`src/rtl/pu_ctrl_if.sv`:
```
// pu_ctrl_if: bundle of the run-control, operand-memory, pu and result-sink
// signals of one pu_ctrl instance.
//   start/busy/done          : run request and status towards layer control
//   op_addr/pu_en/pu_out     : operand-memory address, pu enable and pu result
//   res_valid/res_ready/     : result handshake towards the sink
//   res_addr/res_data
// Modports:
//   master : the controller side (pu_ctrl)
//   slave  : the environment side (layer control, memory, pu, sink)
interface pu_ctrl_if #(
    parameter int ADDR_W = 4
);
    logic              start;
    logic              busy;
    logic              done;
    logic [ADDR_W-1:0] op_addr;
    logic              pu_en;
    logic [31:0]       pu_out;
    logic              res_valid;
    logic              res_ready;
    logic [ADDR_W-1:0] res_addr;
    logic [31:0]       res_data;

    modport master (
        input  start, pu_out, res_ready,
        output busy, done, op_addr, pu_en, res_valid, res_addr, res_data
    );

    modport slave (
        output start, pu_out, res_ready,
        input  busy, done, op_addr, pu_en, res_valid, res_addr, res_data
    );
endinterface

```
`src/rtl/pu_ctrl.sv`:
```
// pu_ctrl: sequencer for one pu instance. On start it issues NEURONS operand
// sets, one per cycle, and returns each activated pu result to a sink over a
// valid/ready handshake, stalling the pu while the sink back-pressures.
// Ports:
//   clk        : rising-edge clock
//   rst        : asynchronous active-low reset, clears all state
//   bus        : pu_ctrl_if.master (start/busy/done, op_addr/pu_en/pu_out,
//                res_valid/res_ready/res_addr/res_data)
//   perf_stall : 16-bit saturating stall counter (only with PU_CTRL_PERF_EN)
// Optional feature macro: PU_CTRL_PERF_EN adds the perf_stall counter/port.
module pu_ctrl #(
    parameter int NEURONS = 4,
    parameter int ADDR_W  = 4
) (
    input  logic         clk,
    input  logic         rst,
    pu_ctrl_if.master    bus
`ifdef PU_CTRL_PERF_EN
    ,
    output logic [15:0]  perf_stall
`endif
);

    typedef enum logic [1:0] {
        ST_IDLE  = 2'd0,
        ST_RUN   = 2'd1,
        ST_DRAIN = 2'd2,
        ST_DONE  = 2'd3
    } state_t;

    localparam logic [ADDR_W-1:0] LAST_IDX = ADDR_W'(NEURONS - 1);

    state_t            state_r;
    state_t            state_nx_s;
    logic [ADDR_W-1:0] idx_r;
    logic [ADDR_W-1:0] res_addr_r;
    logic              res_valid_r;
    logic              busy_r;
    logic              done_r;
    logic              pu_en_s;
    logic              issue_s;
    logic              start_acc_s;
    logic              hshake_s;

    assign hshake_s = res_valid_r && bus.res_ready;

    // State register.
    always_ff @(posedge clk or negedge rst) begin
        if (!rst) begin
            state_r <= ST_IDLE;
        end else begin
            state_r <= state_nx_s;
        end
    end

    // Next-state decode plus issue/enable generation.
    always_comb begin
        state_nx_s  = state_r;
        pu_en_s     = 1'b0;
        issue_s     = 1'b0;
        start_acc_s = 1'b0;
        case (state_r)
            ST_IDLE: begin
                if (bus.start) begin
                    start_acc_s = 1'b1;
                    state_nx_s  = ST_RUN;
                end else begin
                    state_nx_s  = ST_IDLE;
                end
            end
            ST_RUN: begin
                // Issue whenever the result slot is free or being emptied
                // this cycle; otherwise the pu register must hold.
                pu_en_s = !res_valid_r || bus.res_ready;
                issue_s = pu_en_s;
                if (issue_s && (idx_r == LAST_IDX)) begin
                    state_nx_s = ST_DRAIN;
                end else begin
                    state_nx_s = ST_RUN;
                end
            end
            ST_DRAIN: begin
                if (hshake_s) begin
                    state_nx_s = ST_DONE;
                end else begin
                    state_nx_s = ST_DRAIN;
                end
            end
            ST_DONE: begin
                state_nx_s = ST_IDLE;
            end
            default: begin
                state_nx_s = ST_IDLE;
            end
        endcase
    end

    // Operand index, result slot and registered status flags.
    always_ff @(posedge clk or negedge rst) begin
        if (!rst) begin
            idx_r       <= {ADDR_W{1'b0}};
            res_addr_r  <= {ADDR_W{1'b0}};
            res_valid_r <= 1'b0;
            busy_r      <= 1'b0;
            done_r      <= 1'b0;
        end else begin
            // idx stops at the last index so NEURONS = 2^ADDR_W never wraps.
            if (start_acc_s) begin
                idx_r <= {ADDR_W{1'b0}};
            end else if (issue_s && (idx_r != LAST_IDX)) begin
                idx_r <= idx_r + {{(ADDR_W-1){1'b0}}, 1'b1};
            end else begin
                idx_r <= idx_r;
            end

            // An issue refills the slot even when it is emptied this cycle,
            // giving back-to-back results.
            if (issue_s) begin
                res_valid_r <= 1'b1;
                res_addr_r  <= idx_r;
            end else if (hshake_s) begin
                res_valid_r <= 1'b0;
                res_addr_r  <= res_addr_r;
            end else begin
                res_valid_r <= res_valid_r;
                res_addr_r  <= res_addr_r;
            end

            busy_r <= (state_nx_s != ST_IDLE);
            done_r <= (state_nx_s == ST_DONE);
        end
    end

    assign bus.busy      = busy_r;
    assign bus.done      = done_r;
    assign bus.op_addr   = idx_r;
    assign bus.pu_en     = pu_en_s;
    assign bus.res_valid = res_valid_r;
    assign bus.res_addr  = res_addr_r;
    assign bus.res_data  = bus.pu_out;

`ifdef PU_CTRL_PERF_EN
    logic [15:0] perf_r;

    // Saturating count of cycles the sink holds off a pending result.
    always_ff @(posedge clk or negedge rst) begin
        if (!rst) begin
            perf_r <= 16'd0;
        end else if (start_acc_s) begin
            perf_r <= 16'd0;
        end else if (((state_r == ST_RUN) || (state_r == ST_DRAIN)) &&
                     res_valid_r && !bus.res_ready && (perf_r != 16'hFFFF)) begin
            perf_r <= perf_r + 16'd1;
        end else begin
            perf_r <= perf_r;
        end
    end

    assign perf_stall = perf_r;
`endif

endmodule

```
`src/flat_wrapper.sv`:
```
// flat-port wrapper written by rule: the top's interface ports become plain ports
module pu_ctrl_flat 
#(
    parameter int NEURONS = 4,
    parameter int ADDR_W  = 4
)
  (clk, rst, bus_start, bus_pu_out, bus_res_ready, bus_busy, bus_done, bus_op_addr, bus_pu_en, bus_res_valid, bus_res_addr, bus_res_data);
  pu_ctrl_if #(.ADDR_W(ADDR_W)) bus_i ();
  input  logic clk;
  input  logic rst;
  input wire logic [$bits(bus_i.start)-1:0] bus_start;
  input wire logic [$bits(bus_i.pu_out)-1:0] bus_pu_out;
  input wire logic [$bits(bus_i.res_ready)-1:0] bus_res_ready;
  output wire logic [$bits(bus_i.busy)-1:0] bus_busy;
  output wire logic [$bits(bus_i.done)-1:0] bus_done;
  output wire logic [$bits(bus_i.op_addr)-1:0] bus_op_addr;
  output wire logic [$bits(bus_i.pu_en)-1:0] bus_pu_en;
  output wire logic [$bits(bus_i.res_valid)-1:0] bus_res_valid;
  output wire logic [$bits(bus_i.res_addr)-1:0] bus_res_addr;
  output wire logic [$bits(bus_i.res_data)-1:0] bus_res_data;
  assign bus_i.start = bus_start;
  assign bus_i.pu_out = bus_pu_out;
  assign bus_i.res_ready = bus_res_ready;
  assign bus_busy = bus_i.busy;
  assign bus_done = bus_i.done;
  assign bus_op_addr = bus_i.op_addr;
  assign bus_pu_en = bus_i.pu_en;
  assign bus_res_valid = bus_i.res_valid;
  assign bus_res_addr = bus_i.res_addr;
  assign bus_res_data = bus_i.res_data;
  pu_ctrl #(.NEURONS(NEURONS), .ADDR_W(ADDR_W)) u_core (.clk(clk), .rst(rst), .bus(bus_i));
endmodule
```
`config.mk`:
```
export PLATFORM = sky130hd
export DESIGN_NAME = pu_ctrl_flat
export DESIGN_NICKNAME = d
export VERILOG_FILES = /design/src/rtl/pu_ctrl_if.sv /design/src/rtl/pu_ctrl.sv /design/src/flat_wrapper.sv
export SDC_FILE = /design/constraint.sdc
export NUM_CORES = 1
export LEC_CHECK = 0
export BUFFER_PORTS_ARGS = -buffer_cell sky130_fd_sc_hd__buf_2
export CORE_ASPECT_RATIO = 1.2
export CORE_MARGIN = 2
export CORE_UTILIZATION = 35
export DETAILED_ROUTE_END_ITERATION = 8
export PLACE_DENSITY = 0.85
export SLEW_MARGIN = 20
export SYNTH_ARGS = -nofsm -noshare
export SYNTH_HDL_FRONTEND = slang
export SYNTH_SLANG_ARGS = --single-unit
```
`constraint.sdc`:
```
create_clock -name clk -period 1.9 [get_ports clk]
set_clock_uncertainty 0.2 [all_clocks]
set_input_delay 0.285 -clock clk [delete_from_list [all_inputs] [get_ports clk]]
set_output_delay 0.285 -clock clk [all_outputs]
set_load 0.01 [all_outputs]
```
==> Word level (Yosys, flattened, before mapping) <==
Cells that the tools add are included.
{ "totals": {"reg_bits": 13, "input_bits": 36, "out_inout_bits": 44} }
{ "classes": {"addsub": 1, "eq_ne": 6, "mux": 11, "reduce_logical": 9} }
{ "ops": {"columns": ["op", "count"], "rows": [
  ["2-to-1 mux 4 bit", 2],
  ["one-hot mux 2 bit (4 select lines)", 1],
  ["2-to-1 mux 1 bit", 7],
  ["equality test 2 bit, second input constant", 3],
  ["nonzero test 2 bit", 3],
  ["adder 4 x 1 -> 4 bit, second input constant", 1],
  ["equality test 4 x 2 -> 1 bit, second input constant", 1],
  ["!= test 4 x 2 -> 1 bit, second input constant", 1],
  ["logical AND 1 bit", 3],
  ["equality test 2 x 1 -> 1 bit, second input constant", 1],
  ["logical NOT 2 bit", 1],
  ["2-to-1 mux 2 bit", 1],
  ["logical NOT 1 bit", 1],
  ["logical OR 1 bit", 1]
]} }

==> Logic depth before layout (Yosys ltp) <==
Gate-level depths: netlist of run 1.
{ "logic_depth": {"word_depth": 6, "ltp_mapped": 4} }

==> Worst setup path before layout of run 1 <==
No wires, ideal clock.
{ "synth_timing": {"path_type": "reg2reg", "start": "register u_core.idx_r[0] (netlist: u_core.bus.op_addr[0])", "end": "register u_core.idx_r[0] (netlist: u_core.bus.op_addr[0])", "t_arrival_ps": 1268, "required_time_ps": 1621, "path_slack_ps": 352, "stages_incl_launch_ff": 5, "n_path_buf": 0, "period_less_slack_ps": 1548, "cell_sequence": "dfrtp_1 -> ha_1 -> or3b_1 -> nand3_1 -> mux2i_1"} }
{ "synth_via": {"elab_chain_len": 3} }
{ "synth_rtl": {"columns": ["item", "line_no", "text"], "rows": [
  ["from (decl)", "pu_ctrl.sv:35", "logic [ADDR_W-1:0] idx_r;"],
  ["from (signal assigned)", "pu_ctrl.sv:101", "idx_r <= {ADDR_W{1'b0}};"],
  ["from (signal assigned)", "pu_ctrl.sv:109", "idx_r <= {ADDR_W{1'b0}};"],
  ["from (signal assigned)", "pu_ctrl.sv:111", "idx_r <= idx_r + {{(ADDR_W-1){1'b0}}, 1'b1};"],
  ["adder 4 x 1 -> 4 bit or != test 4 x 2 -> 1 bit (tied branches)", "pu_ctrl.sv:111, pu_ctrl.sv:110", null],
  ["2-to-1 mux 4 bit or logical AND 1 bit (tied branches)", "pu_ctrl.sv:110", "end else if (issue_s && (idx_r != LAST_IDX)) begin"],
  ["2-to-1 mux 4 bit or nonzero test 2 bit (tied branches)", null, null]
]} }
Parallel ways exist; a longest one is shown, timed or not. The select of a mux whose other input is x is not followed.
A chain may end at the register's enable or synchronous reset.

==> Final worst setup path of run 1 <==
{ "layout_timing": {"start": "register u_core.state_r[0]", "end": "output port bus_pu_en"} }
{ "layout_via": {"elab_chain_len": 2} }
{ "layout_rtl": {"columns": ["item", "line_no", "text"], "rows": [
  ["from (decl)", "pu_ctrl.sv:33", "state_t state_r;"],
  ["from (signal assigned)", "pu_ctrl.sv:52", "state_r <= state_nx_s;"],
  ["equality test 2 x 1 -> 1 bit", "pu_ctrl.sv:62", "case (state_r)"],
  ["2-to-1 mux 1 bit", "pu_ctrl.sv:62", null],
  ["to (decl)", "flat_wrapper.sv:17", "output wire logic [$bits(bus_i.pu_en)-1:0] bus_pu_en;"]
]} }
Every way passes these cells.

==> results.cfg, run 1 <==
[status]
status = finished, final reports clean

[clock_network]
post-cts-setup-buffer-count = 0
clk_latency_ns = 0.27
cts_sinks = 13
cts_hold_buf = 1
numCtsBuffers = 3
cts-root-buf = clkbuf_4
clockBufferDepth = 2
cts_tree = yes
cts_resized = 0
path_clk_slew_ns = 0.07
htreeDepth = 1

[yosys]
avgSynthCellArea_um2 = 10.1
ys_seq_elements = 13
syn_nets = 118
yosysTopAreaCellShare = 0.396
yosys-top-cells-count = buf_4 (32), dfrtp_1 (13), mux2_2 (4), mux2i_1 (4), nand2_1 (4)
synth.distinct_cells = 23
yosys_most_used_dff = dfrtp_1
yosys.area.top_type = dfrtp_1
yosys_warnings = 0
ys_seq_area_frac = 0.396
synth_area_um2 = 822
yosysMostFrequentCell = buf_4
synth_edf_count = 0
ys_top_cells_by_area = dfrtp_1 (40%), buf_4 (29%), mux2_2 (5.5%), mux2i_1 (4.9%), nand3_1 (1.8%)
syn_inst = 81
synthArstFlopShare = 1.00

[routing]
routed_wl_mm = 1.17
postRouteAntennaNets = 0
vias = 441
drt_iter0_drc = 6
drc = 0
wl_per_cell_um = 11.7
vias_per_cell = 4.41
first_pass_iters = 2

[timing]
max_freq_mhz = 569
drv_slew = 0
rsz0062_at_grt = no
setup_viol = 0
maxSlewHeadroom = 0.810
tightest_slew_ns = 0.285
final.setup.tns_ns = 0
finalCritPeriodShare = 0.925
finalHoldViolCount = 0
period_minus_slack_ns = 1.76

[worst_setup_path]
cp_data_arrival_time_ns = 1.27
cp_data_required_time_ns = 1.41
path_max_fanout = 8
crit_type = register to output pin
start_kind = register
endpoint_kind = output pin

[place]
placed_cell_area_um2 = 696
place.gp.congestion = 0.677
dp_hpwl_um = 955
port-buffer-count = 15

[global_route]
grt_pass1_wl_mm = 1.90
grt_max_degree = 14
track_usage = 0.0981
antenna_found_initial = 0
grt-ovfl-total = 0
first_global_vias = 444

[floorplan]
die_h_um = 57.1
dieArea_mm2 = 0.00275
die_x_um = 48.2
initial_core_util = 0.364
coreArea_mm2 = 0.00226
core.rowCount = 19
io_pins = 80

[cells_and_area]
drive_gt1_frac = 0.377
nFillCells = 244
syn2layout_area_growth_pct = -11.0
fin_area_um2 = 732
postLayoutCoreUtil = 0.324
antenna-diode-count = 0
layout.nets = 107

[hold_path]
hold_path.class = primary input to register

[pwr]
finalPower_mw = 1.03
p_leak_nw = 0.386
peakVddDrop_mv = 0.387
power_density_mw_per_mm2 = 1410

[flow_run]
drv_cap = 0
## worst max-delay path, stage by stage, from the launching register on
cell and delay [ns]:
dfrtp_1 0.45, and2b_2 0.27, nand2_4 0.11, inv_1 0.04
buf_2 0.13
## where the power goes
group	total (mW)	switching, mW	internal (mW)
sequential	0.433	0.0733	0.359
combinational	0.434	0.223	0.211
clock	0.164	0.0826	0.0813
## through the flow
| stage | hold WS [ns] | std cells | setup WS, ns |
|---|---|---|---|
| finish | 0.0762 | 100 | 0.143 |
| global route | 0.0903 | 100 | 0.0579 |
| CTS | 0.0752 | 100 | 0.133 |
| detailed placement | -0.00944 | 95 | 0.255 |
| global placement | -0.0165 | 95 | 0.379 |
| floorplan | -0.211 | 81 | 0.352 |
## cells in the final DEF (no fill, tap or decap)
cell           instances
a21oi_1                1
a311oi_1               1
and2b_2                1
and3_1                 2
buf_2                 15
clkbuf_1               1
clkbuf_4               3
dfrtp_1               13
dlygate4sd3_1          1
ha_1                   1
inv_1                  3
mux2_2                 4
mux2i_1                4
nand2_1                4
nand2_4                1
nand2b_1               2
nand3_1                3
nor2_1                 1
nor2b_1                1
nor3_1                 1
nor3b_1                1
o21ai_0                1
o21bai_1               1
or2_2                  1
or3b_1                 1
or3b_2                 1
## worst paths after layout
path	start	endpoint	slack (ns)	cells past startpoint
min	bus_res_ready	u_core.bus.done	0.08	2
min in group asynchronous	rst	u_core.bus.op_addr[2]	0.22	2
max in group asynchronous	rst	u_core.bus.op_addr[0]	1.06	2
max	u_core.state_r[0]	bus_pu_en	0.14	4
min reg2reg	u_core.bus.res_addr[2]	u_core.bus.res_addr[2]	0.31	1
max reg2reg	u_core.bus.op_addr[0]	u_core.bus.op_addr[1]	0.25	4
## routing by layer
layer / vias to the layer above / GRT usage / part of all wire
met3: 6 / 0.0443 / 0.11
li1: 210 / - / -
met2: 19 / 0.148 / 0.52
met4: 0 / 0.0656 / 0.027
met1: 206 / 0.104 / 0.34
met5: - / 0 / 0
## final cells by class
cell class                 instances  area [µm²]  share of cell area
multi-input combinational         33         245               0.335
sequential                        13         325               0.444
inverter                           3        11.3              0.0154
timing repair buffer              16        85.1               0.116
tap                               31        38.8              0.0530
clock buffer                       4        26.3              0.0359
## logic make-up after synthesis
logic type | Yosys count | synth area share
mux | 8 | 0.103
compound gates | 4 | 0.0320
fa+ha+maj | 1 | 0.0152
flops | 13 | 0.396
buf+inv | 35 | 0.306
simple gates | 20 | 0.148
## sequential cells by signal (all words and copies together) (netlist names)
signal and cells:
u_core.bus.op_addr 4, u_core.bus.busy 1, u_core.bus.done 1, u_core.bus.res_addr 4
u_core.bus.res_valid 1, u_core.state_r 2
Note: power is estimated with default switching activity, not from simulation.
==> run 2: changes to the inputs <==
Settings changed: PLACE_DENSITY 0.85 to 0.78.
==> results.cfg, run 2 (synthesis gave the netlist of run 1 again) <==
[status]
status = finished, final reports clean

[cells_and_area]
final_common_cell = buf_2
syn2layout_area_growth_pct = -11.0
drive_gt1_frac = 0.377
multi_input_area_um2 = 245
postLayoutCoreUtil = 0.324
antenna-diode-count = 0
layoutNonFillerInstCount = 100
nFillCells = 232
fin_area_um2 = 732
regArea_um2 = 325
final_cell_mix = buf_2 (15), dfrtp_1 (13), mux2_2 (4), nand2_1 (4), mux2i_1 (4)
layout.nets = 107

[global_route]
first_global_vias = 426
grt-ovfl-total = 0
track_usage = 0.0942
grt_pass1_wl_mm = 1.82
grt_max_degree = 14
antenna_found_initial = 0

[worst_setup_path]
path_max_fanout = 8
endpoint_kind = output pin
r2r_slack_ns = 0.30
crit_end = bus_pu_en
cp_data_arrival_time_ns = 1.28
slowest_stage = dfrtp_1
start_kind = register
cp_cell_sequence = and2b_2, nand2_4, inv_1, buf_2
cp_data_required_time_ns = 1.41
cp-startpoint = u_core.state_r[0]
worst_r2r_path_depth = 4
crit_type = register to output pin
slowest_delay_ns = 0.46
r2r_start = u_core.bus.op_addr[0]
r2r_end = u_core.bus.op_addr[1]

[place]
dp_hpwl_um = 900
port-buffer-count = 15
place.gp.congestion = 0.810
dp_slack_ns = 0.312
placedCellCount = 95
placed_cell_area_um2 = 696

[clock_network]
clk_latency_ns = 0.27
cts_tree = yes
cts_resized = 0
numCtsBuffers = 3
htreeDepth = 1
clockBufferDepth = 2
path_clk_slew_ns = 0.08
cts-root-buf = clkbuf_4
cts_sinks = 13

[timing]
period_minus_slack_ns = 1.76
rsz0062_at_grt = no
final.setup.tns_ns = 0
finalCritPeriodShare = 0.928
max_freq_mhz = 567
setup_viol = 0
tightest_slew_ns = 0.285
finalHoldViolCount = 0
maxSlewHeadroom = 0.810
drv_slew = 0
setup_slack_ns = 0.136

[floorplan]
die_h_um = 57.1
initial_core_util = 0.364
dieArea_mm2 = 0.00275
io_pins = 80
die_x_um = 48.2
coreArea_mm2 = 0.00226
core.rowCount = 19

[routing]
drc = 0
wl_per_cell_um = 12.1
first_pass_iters = 4
postRouteAntennaNets = 0
vias_per_cell = 4.67
vias = 467
routed_wl_mm = 1.21
drt_iter0_drc = 2

[pwr]
p_leak_nw = 0.386
peakVddDrop_mv = 0.786
power_density_mw_per_mm2 = 1400

[flow_run]
drv_cap = 0

[hold_path]
hold_path.class = primary input to register
min_from = bus_res_ready
holdPathStages = 2
==> run 2: cell counts in the layout (fill, tap and decap cells not counted) <==
Identical to the previous run, type by type.
==> run 2: what timing repair did <==
| action | in CTS | in global routing |
|---|---|---|
| endpoints found under the hold margin | 13 | 0 |
| hold buffers | 1 | 0 |
| buffers inserted | 0 | 0 |
| setup endpoints to repair | 0 | 0 |
==> run 2: power breakdown <==
part	switching [mW]	total [mW]	internal, mW
Clock	0.0834	0.165	0.0812
Combinational	0.214	0.424	0.209
Sequential	0.0756	0.435	0.359
Total	0.374	1.02	0.650
==> run 2: layout make-up <==
cell class,count,share of cell area
multi-input cells,33,0.335
well taps,31,0.0530
clock buffers,4,0.0359
repair buffers,16,0.116
inverters,3,0.0154
flip-flops and latches,13,0.444
==> run 2: metal layers <==
metal	part of all wire	GRT usage	up-vias
met2	0.40	0.113	23
li1	-	-	211
met1	0.47	0.130	219
met3	0.10	0.0222	14
met4	0.032	0.0927	0
met5	0	0	-
==> run 2: how the worst min path moves through the flow <==
| stage | end | slack [ns] |
|---|---|---|
| final | u_core.bus.done | 0.09 |
| after floorplan | u_core.bus.busy | -0.21 |
| after CTS | u_core.bus.done | 0.08 |
| after global placement | u_core.bus.done | -0.02 |
| after global routing | u_core.bus.busy | 0.11 |
| after detailed placement | u_core.bus.done | -0.01 |
==> run 2: worst max-delay path, delay by kind of cell (launching register included) <==
family,cells,cell delay [ns]
and+or+nand+nor,2,0.38
DFF,1,0.46
buffers and inverters,2,0.17
==> run 2: stage by stage <==
| step | total power [mW] | hold slack (ns) |
|---|---|---|
| CTS | 1.04 | 0.0845 |
| global placement | 0.852 | -0.0184 |
| finish | 1.02 | 0.0906 |
| detailed placement | 0.867 | -0.0132 |
| global route | 1.11 | 0.106 |
| floorplan | 0.801 | -0.211 |
==> run 3: changes to the inputs <==
--- a/config.mk
+++ b/config.mk
@@ -12,4 +12,5 @@
 export DETAILED_ROUTE_END_ITERATION = 8
 export PLACE_DENSITY = 0.78
+export REMOVE_ABC_BUFFERS = 1
 export SLEW_MARGIN = 20
 export SYNTH_ARGS = -nofsm -noshare
==> constraint.sdc (replaced) <==
create_clock -name clk -period 1.9 [get_ports clk]
set_clock_uncertainty 0.2 [all_clocks]
set_input_delay 0 -clock clk [delete_from_list [all_inputs] [get_ports clk]]
set_output_delay 0 -clock clk [all_outputs]
set_load 0.01 [all_outputs]
==> results.cfg, run 3 (synthesis gave the netlist of run 1 again) <==
[cells_and_area]
layoutNonFillerInstCount = 135
fin_area_mm2 = 0.00108
antenna-diode-count = 0
regArea_um2 = 325
final_common_cell = dlygate4sd3_1
final_cell_mix = dlygate4sd3_1 (36), buf_2 (15), dfrtp_1 (13)
nFillCells = 217
drive_gt1_frac = 0.250
layout.nets = 142
multi_input_area_um2 = 245
syn2layout_area_growth_pct = 31.7

[worst_setup_path]
crit_family = simple AND/OR/NAND/NOR gates
slowest_stage = dfrtp_1
cp_cell_sequence = ha_1, or3b_1, nand3_1, mux2i_1
endpoint_kind = register
r2r_slack_ns = 0.27
slowest_delay_ns = 0.44
cp_data_arrival_time_ns = 1.63
path_max_fanout = 6
cp_data_required_time_ns = 1.91
crit_type = register to register
start_kind = register
path_buf_inv = 0

[place]
place.gp.congestion = 0.774
dp_slack_ns = 0.285
port-buffer-count = 15
placedCellCount = 95
placed_cell_area_um2 = 696
dp_hpwl_mm = 1.88

[global_route]
grt_max_degree = 14
grt_pass1_wl_mm = 3.47
antenna_found_initial = 0
track_usage = 0.181
first_global_vias = 634
grt-ovfl-total = 0

[clock_network]
cts_sinks = 13
cts-root-buf = clkbuf_4
path_clk_slew_ns = 0.08
htreeDepth = 1
clockBufferDepth = 2
cts_resized = 0
post-cts-setup-buffer-count = 0
clk_latency_ns = 0.28
numCtsBuffers = 3
cts_hold_buf = 36
cts_tree = yes

[status]
status = finished, final reports clean

[pwr]
peakVddDrop_mv = 0.783
power_density_mw_per_mm2 = 1040
p_leak_nw = 0.532
finalPower_mw = 1.12

[floorplan]
core.rowCount = 19
coreArea_mm2 = 0.00226
die_h_um = 57.1
dieArea_mm2 = 0.00275
die_x_um = 48.2
io_pins = 80
initial_core_util = 0.364

[routing]
drc = 0
vias_per_cell = 4.72
vias = 637
postRouteAntennaNets = 0
first_pass_iters = 2
drt_iter0_drc = 6
wl_per_cell_um = 18.4
routed_wl_mm = 2.49

[timing]
finalCritPeriodShare = 0.857
period_minus_slack_ns = 1.63
maxSlewHeadroom = 0.595
rsz0062_at_grt = no
tightest_slew_ns = 0.606
max_freq_mhz = 614
drv_slew = 0
setup_slack_ns = 0.272
finalHoldViolCount = 0
final.setup.tns_ns = 0
setup_viol = 0

[hold_path]
hold_path.class = register to register

[flow_run]
drv_cap = 0
[run 3: cell count changes in the layout (fill, tap and decap cells not counted)]
cell,change
dlygate4sd3_1,+35
[run 3: metrics by stage]
| stage | util | hold WS [ns] |
|---|---|---|
| 6_report | 0.479 | 0.310 |
| 3_3_place_gp | 0.308 | -0.305 |
| 5_1_grt | 0.479 | 0.330 |
| 4_1_cts | 0.479 | 0.313 |
| 3_5_place_dp | 0.308 | -0.295 |
| 2_1_floorplan | - | -0.496 |
[run 3: layout make-up]
cell class | count | share of cell area
repair buffers | 51 | 0.402
flip-flops and latches | 13 | 0.301
multi-input cells | 33 | 0.227
well taps | 31 | 0.0358
clock buffers | 4 | 0.0243
inverters | 3 | 0.0104
[run 3: final timing paths]
path	endpoint	start	cells after the start
min in group asynchronous	u_core.bus.busy	rst	3
hold / removal	u_core.bus.res_addr[1]	u_core.bus.res_addr[1]	1
hold reg to reg	u_core.bus.res_addr[1]	u_core.bus.res_addr[1]	1
max in group asynchronous	u_core.state_r[0]	rst	3
setup reg to reg	u_core.bus.op_addr[0]	u_core.bus.op_addr[0]	4
setup / recovery	u_core.bus.op_addr[0]	u_core.bus.op_addr[0]	4
[run 3: report_power, final]
part / internal (mW) / switching, mW
Sequential: 0.359 / 0.0771
Clock: 0.0814 / 0.0920
Combinational: 0.258 / 0.256
Total: 0.699 / 0.425
[run 3: per-layer routing]
metal | vias up | wire length [µm] | GRT usage
met5 | - | 0 | 0
met1 | 305 | 1200 | 0.279
met3 | 8 | 213 | 0.0570
met4 | 0 | 47 | 0.0734
met2 | 41 | 1030 | 0.231
li1 | 283 | - | -
